==> config.mk <==
export PLATFORM = sky130hd
export DESIGN_NAME = video_timing_gen
export DESIGN_NICKNAME = d
export VERILOG_FILES = /design/src/rtl/video_timing_gen.sv
export SDC_FILE = /design/constraint.sdc
export NUM_CORES = 1
export LEC_CHECK = 0
export BUFFER_PORTS_ARGS = -buffer_cell sky130_fd_sc_hd__buf_2
export CAP_MARGIN = 30
export CORE_MARGIN = 1.5
export CORE_UTILIZATION = 53
export CTS_CLUSTER_DIAMETER = 80
export CTS_CLUSTER_SIZE = 24
export DETAILED_ROUTE_END_ITERATION = 8
export GPL_TIMING_DRIVEN = 0
export MAX_ROUTING_LAYER = met4
export PLACE_DENSITY = 0.72
export SLEW_MARGIN = 10
export SYNTH_ARGS = -nofsm -noshare
export SYNTH_HDL_FRONTEND = slang
export SYNTH_SLANG_ARGS = --single-unit
==> constraint.sdc <==
create_clock -name clk -period 4.3 [get_ports clk]
set_input_delay 0.645 -clock clk [delete_from_list [all_inputs] [get_ports clk]]
set_output_delay 0.645 -clock clk [all_outputs]
set_load 0.01 [all_outputs]
==> src/rtl/video_timing_gen.sv <==
// rtl/video_timing_gen.sv - free-running video timing generator with vreset resync
//
// Generates hs/vs/de and pixel/line counters for the scaler/encoder. A one-clk
// vreset pulse from the video analyzer snaps the counters to the upper-left
// active pixel (0,0) at the next enabled clock. All outputs are registered.
//
// Optional feature macro: VTG_RESYNC_CNT_EN (adds resync_cnt output).
//
// Ports:
//   clk          system clock
//   reset        asynchronous, active-high reset
//   ce           pixel clock enable; counters advance only when 1
//   vreset       single-clk resync request, independent of ce
//   hs, vs       syncs, active level HS_POL / VS_POL
//   de           display enable (active area)
//   hcnt, vcnt   current pixel / line
//   frame_start  one-clk pulse when counters become (0,0)
//   resync_cnt   saturating count of applied resyncs (VTG_RESYNC_CNT_EN only)

module video_timing_gen #(
    parameter int H_ACTIVE = 720,
    parameter int H_FP     = 12,
    parameter int H_SYNC   = 64,
    parameter int H_BP     = 68,
    parameter int V_ACTIVE = 576,
    parameter int V_FP     = 5,
    parameter int V_SYNC   = 5,
    parameter int V_BP     = 39,
    parameter int HS_POL   = 0,
    parameter int VS_POL   = 0
) (
    input  logic        clk,
    input  logic        reset,
    input  logic        ce,
    input  logic        vreset,
    output logic        hs,
    output logic        vs,
    output logic        de,
    output logic [11:0] hcnt,
    output logic [10:0] vcnt,
    output logic        frame_start
`ifdef VTG_RESYNC_CNT_EN
    ,
    output logic [7:0]  resync_cnt
`endif
);

    localparam int H_TOTAL = H_ACTIVE + H_FP + H_SYNC + H_BP;
    localparam int V_TOTAL = V_ACTIVE + V_FP + V_SYNC + V_BP;

    localparam logic [11:0] H_LAST   = 12'(H_TOTAL - 1);
    localparam logic [11:0] H_DE_END = 12'(H_ACTIVE);
    localparam logic [11:0] H_HS_BEG = 12'(H_ACTIVE + H_FP);
    localparam logic [11:0] H_HS_END = 12'(H_ACTIVE + H_FP + H_SYNC);

    localparam logic [10:0] V_LAST   = 11'(V_TOTAL - 1);
    localparam logic [10:0] V_DE_END = 11'(V_ACTIVE);
    localparam logic [10:0] V_VS_BEG = 11'(V_ACTIVE + V_FP);
    localparam logic [10:0] V_VS_END = 11'(V_ACTIVE + V_FP + V_SYNC);

    localparam logic HS_ON = 1'(HS_POL);
    localparam logic VS_ON = 1'(VS_POL);

    logic [11:0] r_hcnt;
    logic [10:0] r_vcnt;
    logic        r_hs;
    logic        r_vs;
    logic        r_de;
    logic        r_frame_start;
    logic        r_pend;

    logic        w_resync;
    logic        w_h_wrap;
    logic        w_v_wrap;
    logic [11:0] w_h_next;
    logic [10:0] w_v_next;
    logic        w_de_next;
    logic        w_hs_act;
    logic        w_vs_act;

    // A request arriving in the same clk as ce is applied immediately, so the
    // pending flag only ever holds requests seen while ce was low.
    assign w_resync = r_pend | vreset;
    assign w_h_wrap = (r_hcnt == H_LAST);
    assign w_v_wrap = (r_vcnt == V_LAST);

    assign w_h_next = (w_resync || w_h_wrap) ? 12'd0 : r_hcnt + 12'd1;
    assign w_v_next = w_resync ? 11'd0 :
                      (w_h_wrap ? (w_v_wrap ? 11'd0 : r_vcnt + 11'd1) : r_vcnt);

    // Decoding the next counter values keeps the registered syncs/de aligned
    // with the counters presented in the same cycle.
    assign w_de_next = (w_h_next < H_DE_END) && (w_v_next < V_DE_END);
    assign w_hs_act  = (w_h_next >= H_HS_BEG) && (w_h_next < H_HS_END);
    assign w_vs_act  = (w_v_next >= V_VS_BEG) && (w_v_next < V_VS_END);

    always_ff @(posedge clk or posedge reset) begin
        if (reset) begin
            r_hcnt        <= H_LAST;
            r_vcnt        <= V_LAST;
            r_hs          <= ~HS_ON;
            r_vs          <= ~VS_ON;
            r_de          <= 1'b0;
            r_frame_start <= 1'b0;
            r_pend        <= 1'b0;
        end else if (ce) begin
            r_hcnt        <= w_h_next;
            r_vcnt        <= w_v_next;
            r_hs          <= w_hs_act ? HS_ON : ~HS_ON;
            r_vs          <= w_vs_act ? VS_ON : ~VS_ON;
            r_de          <= w_de_next;
            r_frame_start <= (w_h_next == 12'd0) && (w_v_next == 11'd0);
            r_pend        <= 1'b0;
        end else begin
            r_frame_start <= 1'b0;
            if (vreset) begin
                r_pend <= 1'b1;
            end
        end
    end

    assign hcnt        = r_hcnt;
    assign vcnt        = r_vcnt;
    assign hs          = r_hs;
    assign vs          = r_vs;
    assign de          = r_de;
    assign frame_start = r_frame_start;

`ifdef VTG_RESYNC_CNT_EN
    logic [7:0] r_resync_cnt;

    always_ff @(posedge clk or posedge reset) begin
        if (reset) begin
            r_resync_cnt <= 8'd0;
        end else if (ce && w_resync && (r_resync_cnt != 8'hFF)) begin
            r_resync_cnt <= r_resync_cnt + 8'd1;
        end
    end

    assign resync_cnt = r_resync_cnt;
`endif

endmodule
=== Yosys cells after proc, flatten, opt, wreduce, memory -nomap -nowiden ===
Index checks and enable logic that the tools add are counted.

* Equal/unequal tests: 2
* Reduce and logical (&&, ||, !) cells: 8
* Shift operators: 0
* Bitwise gates (word level): 1
* Add/sub/neg operators: 2
* Multipliers: 0
* Divide/modulo/power cells: 0
* Magnitude comparators: 6
* Mux-type cells: 9

{| class="wikitable"
|+ Operators by type and width
! kind !! count
|-
| $mux 11 || 3
|-
| $lt 12x10->1 const B || 2
|-
| $lt 11x10->1 const B || 2
|-
| $add 12x1->12 const B || 1
|-
| $eq 12x10->1 const B || 1
|-
| $ge 12x10->1 const B || 1
|-
| $logic_not 12->1 || 1
|-
| $mux 12 || 1
|-
| $add 11x1->11 const B || 1
|-
| $eq 11x10->1 const B || 1
|-
| $ge 11x10->1 const B || 1
|-
| $logic_not 11->1 || 1
|-
| $mux 1 || 5
|-
| $logic_and 1x1->1 || 4
|-
| $reduce_bool 2->1 || 1
|-
| $logic_or 1x1->1 || 1
|-
| $or 1x1->1 || 1
|}

* Memory bits (read-only): 0
* Bits in registers: 28
* Memories kept: 0
* Output and inout bits: 27
* Word-level logic and storage cells: 35
* Bits in latches: 0
* Bits of input ports: 4
* Bits in writable memories: 0

=== Depth between registers and ports, before layout ===
* Word-level depth: 7
* Mapped depth: 11
* Gate-level depth less buffers: 8

=== Least setup slack after synthesis ===
No wires, ideal clock.

* Kind: reg-to-reg
* From: reg r_hcnt[1] (netlist: hcnt[1])
* To: reg r_frame_start (netlist: frame_start)
* Slack: 1.716 ns
* Clock period less this slack: 2.584 ns
* Arrival time: 2.488 ns
* Cell stages (with the launch flop): 11
* Path through: dfstp_2 ha_1 buf_2 and4_1 buf_4 nand3_4 buf_6 o2bb2ai_4 o21a_1 or4b_1 nor4_2

* Word-level cells in the longest chain between the ends: 6
* Elaborated cells on any way between the ends: 10

{| class="wikitable"
|+ RTL lines
! item !! RTL line !! source
|-
| from (decl) || 64 || <nowiki>logic [11:0] r_hcnt;</nowiki>
|-
| from (signal assigned) || 107 || <nowiki>r_hcnt <= w_h_next;</nowiki>
|-
| parallel branches: the longest is 4 deep, another holds $add 12x1->12 || n/a ||
|-
| $logic_and 1x1->1 (*) || 112 || <nowiki>r_frame_start <= (w_h_next == 12'd0) && (w_v_next == 11'd0);</nowiki>
|-
| $mux 1 (*) || 106 || <nowiki>end else if (ce) begin</nowiki>
|-
| to (signal assigned) || 112 ||
|-
| to (decl) || 69 || <nowiki>logic r_frame_start;</nowiki>
|}

Mark *: on every way between the ends.
A chain may end at the register's enable or synchronous reset.

=== Worst setup path after layout ===
Ends and elaborated chain as after synthesis.

==> reports/qor.yml <==
timing:
  period_share_pct: 69.4
  worstMarginPinSlew_ps: 609
  drv_slew: 0
  maxSlewHeadroom_pct: 59.3
  rsz0062_at_grt: "false"
  tns_ps: 0
  period_needed_ps: 2980
  hold_viol: 0
  fin_skew_ps: 6.84
  setup_viol: 0
  max_clock_freq_ghz: 0.335
synth:
  synthTopCellsByArea: "dfstp_2 (17%), dfrtp_1 (16%), o21ai_0 (5.1%)"
  yosysTopAreaCell: "dfstp_2"
  synth.cell_area_um2: 2140
  yosysSeqAreaShare_pct: 33.5
  synth_edf_count: 0
  yosysWarnings: 0
  synth.avg_cell_area_um2: 8.54
  ys_top_cells_by_count: "nand2_1 (27), o21ai_0 (22), nand3_1 (17)"
  syn_inst: 251
  synth_top_area_share_pct: 17.2
  synth_ff_type: "dfstp_2"
  ys_ff_latch: 28
  ys_types: 60
  yosysMostFrequentCell: "nand2_1"
  synth_nets: 258
  synthArstFlopShare_pct: 100
worst_setup_path:
  r2r_end: "frame_start"
  ff2ff_setup_slack_ps: 1320
  worst_ep_required_time_ps: 4480
  r2r.worst_path.cells: 9
  cp_max_fo: 9
  end_kind: "flip-flop"
  critPathBufInv: 2
  criticalPathCategory: "flip-flop to flip-flop"
  timing.rr.start: "hcnt[1]"
  path_depth: 9
  cpPeakStageDelay_ps: 610
  slowest_stage: "dfstp_2"
  critPathLaunchType: "flip-flop"
  critical_path_arrival_ps: 3160
  path_cells: "ha_1, buf_2, and4_1, buf_4, nand3_4, o21ai_0, o22a_2, or4b_1, nor4_2"
  path_delay_family: "simple AND/OR/NAND/NOR gates"
cts:
  cts.sinks: 28
  cts_buffers: 3
  clk_latency_ps: 280
  cts_hold_buf: 0
  cts-htree-levels: 1
  cts_tree: "done"
  cts_resized: 0
  post_cts_buffers: 0
  root_buffer: "clkbuf_8"
  clock_path_buffers: 2
  path_clk_slew_ps: 100
global_routing:
  grt_use_total_pct: 27.0
  grt_pass1_wl_mm: 8.98
  grt_max_degree: 18
  grt_antenna_before_repair: 0
  grt_overflow: 0
  grt_pass1_vias: 1823
drt:
  wirelength_mm: 5.36
  drc: 0
  wl_per_cell_um: 16.1
  vias: 2047
  avgViaCountPerCell: 6.15
  drt_iter0_drc: 169
  firstDrtPassIters: 4
  final_antenna_net_count: 0
floorplan:
  coreArea_um2: 3770
  die_w_um: 66.6
  die_area_um2: 4430
  pin_count: 31
  fp-row-count: 22
  die_y_um: 66.6
  start_util_pct: 56.8
placed_design:
  dpl.cell_count: 329
  port_buffers: 29
  dp_hpwl_mm: 3.95
  gp_congestion: 0.876
power_and_ir_drop:
  power.leakage_nw: 1.02
  power_w: 0.000520
  powerDensity_nw_per_um2: 215
  irDropWorstVdd_v: 0.000131
cells_and_area:
  area_growth_pct: 13.0
  final.fill_count: 348
  layoutNonFillerInstCount: 333
  diodes: 0
  nNetsFinal: 293
  drive_gt1_share_pct: 25.6
hold_path:
  hold_class: "primary input to asynchronous set/reset pin"
status:
  status: "completed"
flow_run:
  cap_violations: 0
-- flip-flops by register name, summed over array words and instances (netlist names) --
register / flops
hs: 1
frame_start: 1
vcnt: 11
vs: 1
hcnt: 12
r_pend: 1
de: 1
-- worst max-delay path by stage --
stage / startpoint / endpoint / slack (ps)
floorplan: hcnt[1] / frame_start / 1720
global placement: hcnt[0] / vs / 1340
detailed placement: hcnt[0] / vs / 1390
CTS: hcnt[0] / vs / 1340
global route: hcnt[0] / vs / 1180
finish: hcnt[1] / frame_start / 1320
-- stage by stage --
stage               area [um2]  hold slack (ps)  utilization, %  worst slack [ps]
floorplan                 2140              491               -              1720
global placement          2350              477            62.3              1340
detailed placement        2380              480            63.0              1390
CTS                       2420              420            64.2              1340
global route              2420              441            64.2              1180
finish                    2420              399            64.2              1320
-- layer usage --
metal	wire length (um)	vias to the layer above	share of wire [%]	GRT usage (%)
li1	-	1011	-	-
met1	2790	968	52	41.4
met2	2310	63	43	38.5
met3	232	5	4.3	2.87
met4	38	0	0.71	5.61
met5	0	-	0	-
-- report_power, final --
| part | leakage [nW] | switching [W] | internal, W |
|---|---|---|---|
| combinational | 0.663 | 0.0000499 | 0.0000324 |
| sequential | 0.334 | 0.00000974 | 0.000276 |
| clock | 0.0228 | 0.0000852 | 0.0000666 |
| total | 1.02 | 0.000145 | 0.000375 |
-- cell families (layout without fill, tap and decap cells) --
family,after synthesis,in the layout,synth area share [%]
xor+xnor,13,13,5.31
fa+ha+maj,3,3,1.75
compound gates,69,69,22.8
flops,28,28,33.5
buf+inv,27,61,5.72
mux,7,7,3.62
simple gates,104,104,27.3
-- area by class of cell --
type,instances,area (um2),area share (%)
timing repair buffer,30,173,7.13
buffer,19,92.6,3.82
inverter,8,30.0,1.24
tap,48,60.1,2.48
sequential,28,718,29.7
clock buffer,4,45.0,1.86
multi-input combinational,196,1300,53.8
-- layout by cell type (no fill, tap or decap), types with 6 or more instances in the layout --
| master | synthesis | layout |
|---|---|---|
| clkbuf_1 | 11 | 12 |
| nor3_1 | 6 | 6 |
| a21oi_1 | 7 | 7 |
| nor2_1 | 16 | 16 |
| buf_2 | 5 | 34 |
| xor2_1 | 9 | 9 |
| dfstp_2 | 14 | 14 |
| nand2_1 | 27 | 27 |
| nand3_1 | 17 | 17 |
| o21ai_0 | 22 | 22 |
| mux2_2 | 6 | 6 |
| nand4_1 | 6 | 6 |
| dfrtp_1 | 14 | 14 |
| inv_1 | 8 | 8 |
Note: power is estimated with default switching activity, not from simulation.
